===== src/rtl/debounce_pkg.sv =====
// Shared constants and repeat-FSM state type for the debounce bank.
package debounce_pkg;

    localparam int unsigned DB_STABLE_65MHZ        = 1000000;
    localparam int unsigned DB_REPEAT_DELAY_65MHZ  = 32500000;
    localparam int unsigned DB_REPEAT_PERIOD_65MHZ = 6500000;

    typedef enum logic [1:0] {
        IDLE,
        HOLD,
        REPEAT
    } repeat_state_t;

endpackage


===== src/rtl/debounce_chan.sv =====
// One debounce channel: synchroniser, stability counter, edge pulses and press strobe.
// Hold-to-repeat on press_out is built only when DEBOUNCE_REPEAT_EN is defined.
module debounce_chan
    import debounce_pkg::*;
#(
    parameter int unsigned STABLE_CYCLES = DB_STABLE_65MHZ,
    parameter int unsigned SYNC_STAGES   = 2,
    parameter int unsigned REPEAT_DELAY  = DB_REPEAT_DELAY_65MHZ,
    parameter int unsigned REPEAT_PERIOD = DB_REPEAT_PERIOD_65MHZ
) (
    input  logic clk_in,
    input  logic rst_in,
    input  logic noisy_in,
    output logic clean_out,
    output logic rise_out,
    output logic fall_out,
    output logic press_out
);

    localparam int unsigned CNT_W = $clog2(STABLE_CYCLES + 1);

    if (STABLE_CYCLES < 1 || SYNC_STAGES < 2) begin : g_bad_cfg
        $error("debounce_chan: illegal STABLE_CYCLES or SYNC_STAGES");
    end

    logic [SYNC_STAGES-1:0] sync_r;
    logic                   sync_q;
    logic                   cand_r, cand_d;
    logic [CNT_W-1:0]       count_r, count_d;
    logic                   clean_r, clean_d;
    logic                   rise_r, rise_d;
    logic                   fall_r, fall_d;

    assign sync_q = sync_r[SYNC_STAGES-1];

    // Reset preloads the pipeline with the raw level so no edge is seen for it.
    always_ff @(posedge clk_in) begin
        if (rst_in) begin
            sync_r  <= {SYNC_STAGES{noisy_in}};
            cand_r  <= noisy_in;
            count_r <= '0;
            clean_r <= noisy_in;
            rise_r  <= 1'b0;
            fall_r  <= 1'b0;
        end else begin
            sync_r  <= {sync_r[SYNC_STAGES-2:0], noisy_in};
            cand_r  <= cand_d;
            count_r <= count_d;
            clean_r <= clean_d;
            rise_r  <= rise_d;
            fall_r  <= fall_d;
        end
    end

    // Any change at sync_q restarts the count; the count saturates once stable.
    always_comb begin
        cand_d  = cand_r;
        count_d = count_r;
        clean_d = clean_r;
        if (sync_q != cand_r) begin
            cand_d  = sync_q;
            count_d = '0;
        end else if (count_r == CNT_W'(STABLE_CYCLES - 1)) begin
            clean_d = cand_r;
        end else begin
            count_d = count_r + CNT_W'(1);
        end
        rise_d = clean_d & ~clean_r;
        fall_d = ~clean_d & clean_r;
    end

    assign clean_out = clean_r;
    assign rise_out  = rise_r;
    assign fall_out  = fall_r;

`ifdef DEBOUNCE_REPEAT_EN
    localparam int unsigned RPT_MAX = (REPEAT_DELAY > REPEAT_PERIOD) ? REPEAT_DELAY : REPEAT_PERIOD;
    localparam int unsigned RPT_W   = $clog2(RPT_MAX + 1);

    if (REPEAT_DELAY < 1 || REPEAT_PERIOD < 1) begin : g_bad_rpt
        $error("debounce_chan: illegal REPEAT_DELAY or REPEAT_PERIOD");
    end

    repeat_state_t    state_r, state_d;
    logic [RPT_W-1:0] rpt_cnt_r, rpt_cnt_d;
    logic             press_r, press_d;

    always_ff @(posedge clk_in) begin
        if (rst_in) begin
            state_r   <= IDLE;
            rpt_cnt_r <= '0;
            press_r   <= 1'b0;
        end else begin
            state_r   <= state_d;
            rpt_cnt_r <= rpt_cnt_d;
            press_r   <= press_d;
        end
    end

    // A clean fall always returns to IDLE and suppresses a coincident repeat.
    always_comb begin
        state_d   = state_r;
        rpt_cnt_d = rpt_cnt_r;
        press_d   = 1'b0;
        if (fall_d) begin
            state_d   = IDLE;
            rpt_cnt_d = '0;
        end else begin
            case (state_r)
                IDLE: begin
                    if (rise_d) begin
                        state_d   = HOLD;
                        rpt_cnt_d = '0;
                        press_d   = 1'b1;
                    end
                end
                HOLD: begin
                    if (rpt_cnt_r == RPT_W'(REPEAT_DELAY - 1)) begin
                        state_d   = REPEAT;
                        rpt_cnt_d = '0;
                        press_d   = 1'b1;
                    end else begin
                        rpt_cnt_d = rpt_cnt_r + RPT_W'(1);
                    end
                end
                REPEAT: begin
                    if (rpt_cnt_r == RPT_W'(REPEAT_PERIOD - 1)) begin
                        rpt_cnt_d = '0;
                        press_d   = 1'b1;
                    end else begin
                        rpt_cnt_d = rpt_cnt_r + RPT_W'(1);
                    end
                end
                default: begin
                    state_d   = IDLE;
                    rpt_cnt_d = '0;
                end
            endcase
        end
    end

    assign press_out = press_r;
`else
    if (REPEAT_DELAY < 1 || REPEAT_PERIOD < 1) begin : g_bad_rpt
        $error("debounce_chan: illegal REPEAT_DELAY or REPEAT_PERIOD");
    end

    assign press_out = rise_r;
`endif

endmodule


===== src/rtl/debounce_bank.sv =====
// N_CH independent debounce channels sharing clk_in/rst_in.
// Optional hold-to-repeat press strobes: DEBOUNCE_REPEAT_EN.
module debounce_bank
    import debounce_pkg::*;
#(
    parameter int unsigned N_CH          = 5,
    parameter int unsigned STABLE_CYCLES = DB_STABLE_65MHZ,
    parameter int unsigned SYNC_STAGES   = 2,
    parameter int unsigned REPEAT_DELAY  = DB_REPEAT_DELAY_65MHZ,
    parameter int unsigned REPEAT_PERIOD = DB_REPEAT_PERIOD_65MHZ
) (
    input  logic            clk_in,
    input  logic            rst_in,
    input  logic [N_CH-1:0] noisy_in,
    output logic [N_CH-1:0] clean_out,
    output logic [N_CH-1:0] rise_out,
    output logic [N_CH-1:0] fall_out,
    output logic [N_CH-1:0] press_out
);

    for (genvar i = 0; i < int'(N_CH); i++) begin : g_ch
        debounce_chan #(
            .STABLE_CYCLES(STABLE_CYCLES),
            .SYNC_STAGES  (SYNC_STAGES),
            .REPEAT_DELAY (REPEAT_DELAY),
            .REPEAT_PERIOD(REPEAT_PERIOD)
        ) u_chan (
            .clk_in   (clk_in),
            .rst_in   (rst_in),
            .noisy_in (noisy_in[i]),
            .clean_out(clean_out[i]),
            .rise_out (rise_out[i]),
            .fall_out (fall_out[i]),
            .press_out(press_out[i])
        );
    end

endmodule


===== config.mk =====
export PLATFORM = sky130hd
export DESIGN_NAME = debounce_bank
export DESIGN_NICKNAME = d
export VERILOG_FILES = /design/src/rtl/debounce_pkg.sv /design/src/rtl/debounce_chan.sv /design/src/rtl/debounce_bank.sv
export SDC_FILE = /design/constraint.sdc
export NUM_CORES = 1
export LEC_CHECK = 0
export BUFFER_PORTS_ARGS = -buffer_cell sky130_fd_sc_hd__buf_2
export CORE_MARGIN = 2
export CORE_UTILIZATION = 50
export CTS_CLUSTER_DIAMETER = 40
export DETAILED_ROUTE_END_ITERATION = 6
export GPL_TIMING_DRIVEN = 1
export PLACE_DENSITY = 0.75
export SYNTH_ARGS = -nofsm -noshare
export SYNTH_HDL_FRONTEND = slang
export SYNTH_HIERARCHICAL = 1
export SYNTH_SLANG_ARGS = --single-unit

===== constraint.sdc =====
create_clock -name clk_in -period 2.1 [get_ports clk_in]
set_input_delay 0.21 -clock clk_in [delete_from_list [all_inputs] [get_ports clk_in]]
set_output_delay 0.21 -clock clk_in [all_outputs]
set_load 0.02 [all_outputs]

==> impl_metrics.csv <==
group,metric,value,unit
status,status,"finished, final reports clean",
power,ir_drop,0.560,mV
logic_synthesis,yosysWarnings,6,
drt,drtIter0Drc,375,
floorplanning,start_util,51.3,%
drt,drt_wl_total,12700,um
place,hpwl,8810,um
cells_and_area,n_antenna_cell,0,
floorplanning,rows,40,
cells_and_area,drive_above_1_share,13.4,%
worst_setup_path,critPathMaxFanout,19,
cells_and_area,nets,732,
global_route,grt_pass1_vias,4802,
global_route,grt_max_degree,22,
logic_synthesis,synth_fp_nets,702,
drt,ant_nets,0,
place,place_ws,347,ps
power,leakagePower,2.38,nW
floorplanning,dieWidth,115,um
power,power_density,851,nW/um^2
clock_tree,post_cts_buffers,0,
clock_tree,cts_buffers,17,
logic_synthesis,ys_ff_latch,130,
drt,wl_per_cell,14.1,um
clock_tree,postCtsHoldBufs,5,
timing,rsz0062_at_grt,"false",
place,port_buffers,26,
drt,drc,0,
timing,drv_slew,0,
timing,finalSetupViolCount,0,
logic_synthesis,netlist_area,6190,sq um
timing,relSlewSlack,63.8,%
drt,viasPerCell,5.94,
logic_synthesis,ys_types,38,
worst_setup_path,cpPeakStageDelay,530,ps
logic_synthesis,syn_area_per_cell,8.98,sq um
clock_tree,clock_sinks,130,
timing,fin_ws,291,ps
timing,min_period,1810,ps
logic_synthesis,syn-instance-count,690,
timing,max_freq,553,MHz
global_route,grt_usage,19.7,%
timing,setup_tns,0,ps
clock_tree,cts_resized,0,
floorplanning,num_io_pins,27,
global_route,antenna_found_initial,0,
floorplanning,coreArea,12100,sq um
floorplanning,fp.dieArea,13300,sq um
drt,dr.pass1.iters,5,
worst_setup_path,cp-end-kind,"flop",
timing,fin_crit_sh,86.1,%
clock_tree,clk_pin_slew_worst_paths,60,ps
timing,hold_viol_final,0,
timing,fin_skew,6.39,ps
cells_and_area,multi_input_area,3260,sq um
cells_and_area,most-common-layout-cells,"125 x dfxtp_1, 65 x nand2_1, 50 x a21oi_1, 40 x nor2_1, 40 x o21ai_0",
cells_and_area,final_common_cell,"dfxtp_1",
worst_setup_path,cp_data_required_time,2440,ps
global_route,gr-total-overflow,0,
global_route,grt_pass1_wl,21200,um
worst_setup_path,setup.worst_path.class,"reg -> reg",
worst_setup_path,crit_slowest_cell,"or4_1",
clock_tree,clock-root-buffer,"clkbuf_16",
clock_tree,ctsLongestPathBuffers,2,
worst_setup_path,crit_path_cell_trace,"xor2_1 > nor2_1 > inv_2 > or4_1 > o21ai_0",
drt,num_vias,5356,
logic_synthesis,synth-seq-area-share,42.8,%
worst_setup_path,start_kind,"flop",
flow_run,cap_violations,0,
worst_setup_path,cp.arrival,2150,ps
clock_tree,htree_levels,4,
cells_and_area,fillCellCount,1035,
timing,tightest_slew,538,ps
cells_and_area,final_core_util,58.4,%
clock_tree,cts_tree,"done",
hold_path,hp-class,"in -> reg",
clock_tree,insertion_delay,420,ps
cells_and_area,ff_latch_area,2650,sq um
place,gp_congestion,0.897,
floorplanning,die_h,115,um
cells_and_area,area_delta_synth_final,13.7,%
-- per-stage QoR --
step                power [W]  area (sq um)  cells  hold slack (ps)
floorplan             0.00288          6190    690              238
global placement      0.00296          6360    864              328
detailed placement    0.00298          6360    864              331
CTS                   0.00604          7040    901              268
global route          0.00619          7040    901              275
finish                0.00599          7040    901              278
-- flip-flops by register name, indices dropped and copies added (netlist names) --
signal,cells
g_ch.u_chan/sync_r,10
g_ch.u_chan/press_out,5
g_ch.u_chan/fall_out,5
g_ch.u_chan/cand_r,5
g_ch.u_chan/clean_out,5
g_ch.u_chan/count_r,100
-- Yosys cell counts --
cell type | n | area [sq um]
o211ai_1 | 10 | 75.1
nor3_1 | 15 | 75.1
and2_1 | 15 | 93.8
a21boi_0 | 5 | 37.5
mux2i_1 | 5 | 50.1
o2111ai_1 | 5 | 43.8
or3_1 | 30 | 188
buf_4 | 10 | 75.1
and2_2 | 5 | 37.5
nor2_1 | 40 | 150
nand3_4 | 5 | 87.6
inv_1 | 15 | 56.3
nand2b_1 | 5 | 31.3
or4_1 | 25 | 188
o21ai_0 | 40 | 200
o31ai_1 | 15 | 113
nand2_1 | 65 | 244
dfxtp_1 | 125 | 2500
and4bb_2 | 5 | 62.6
a211oi_1 | 5 | 37.5
buf_6 | 10 | 113
ha_1 | 5 | 62.6
edfxtp_1 | 5 | 150
and4b_1 | 5 | 50.1
nand3_2 | 10 | 100
inv_2 | 5 | 18.8
nand4b_1 | 5 | 43.8
and3_1 | 10 | 62.6
nand4_1 | 35 | 219
buf_1 | 5 | 18.8
nor3b_1 | 5 | 37.5
nand3_1 | 25 | 125
and4_1 | 10 | 87.6
a21oi_1 | 50 | 250
a31oi_1 | 10 | 62.6
nor4_1 | 10 | 62.6
xor2_1 | 35 | 307
nor4b_2 | 5 | 75.1
-- kinds of logic after synthesis --
logic type               share of synthesized area, %
multiplexers                                    0.808
flip-flops                                       42.8
AND/OR/NAND/NOR                                  32.6
adder cells (fa/ha/maj)                          1.01
buffers and inverters                            4.55
AO/OA/AOI/OAI                                    13.2
XOR/XNOR                                         4.95
-- layer usage --
metal  track usage [%]  up-vias  share of wire [%]
met5                 0        -                  0
met3              4.64       18                3.9
met4              8.67        0                1.8
li1                  -     2646                  -
met1              23.7     2578                 45
met2              33.5      114                 50
-- report_power, final --
part | internal (W) | total [W] | switching, W | leakage [nW]
Clock | 0.00188 | 0.00304 | 0.00117 | 0.311
Combinational | 0.000109 | 0.000315 | 0.000207 | 1.00
Sequential | 0.00255 | 0.00263 | 0.0000741 | 1.07
Total | 0.00454 | 0.00599 | 0.00145 | 2.38
-- worst max-delay path, delay by kind of cell (launching register included) --
kind | cells | cell delay [ps]
AND/OR/NAND/NOR | 2 | 780
flip-flops | 1 | 460
buffers and inverters | 1 | 220
XOR/XNOR | 1 | 200
AO/OA/AOI/OAI | 1 | 80
-- final cells by class --
cell class                 count  area share (%)
tap                          168            2.99
timing repair buffer          36            3.09
multi-input combinational    515            46.3
inverter                      20            1.07
sequential                   130            37.7
clock buffer                  20            7.11
clock inverter                12            1.76
-- path summary, 6_finish.rpt --
| check | start | to | slack [ps] | cells past startpoint |
|---|---|---|---|---|
| max | g_ch[1].u_chan/cand_r | g_ch[1].u_chan/count_r[5] | 290 | 5 |
| min | rst_in | g_ch[0].u_chan/sync_r[1] | 280 | 2 |
| max reg2reg | g_ch[1].u_chan/cand_r | g_ch[1].u_chan/count_r[5] | 290 | 5 |
| min reg2reg | g_ch[4].u_chan/sync_r[0] | g_ch[4].u_chan/sync_r[1] | 440 | 2 |
(Power assumes the default switching activity.)
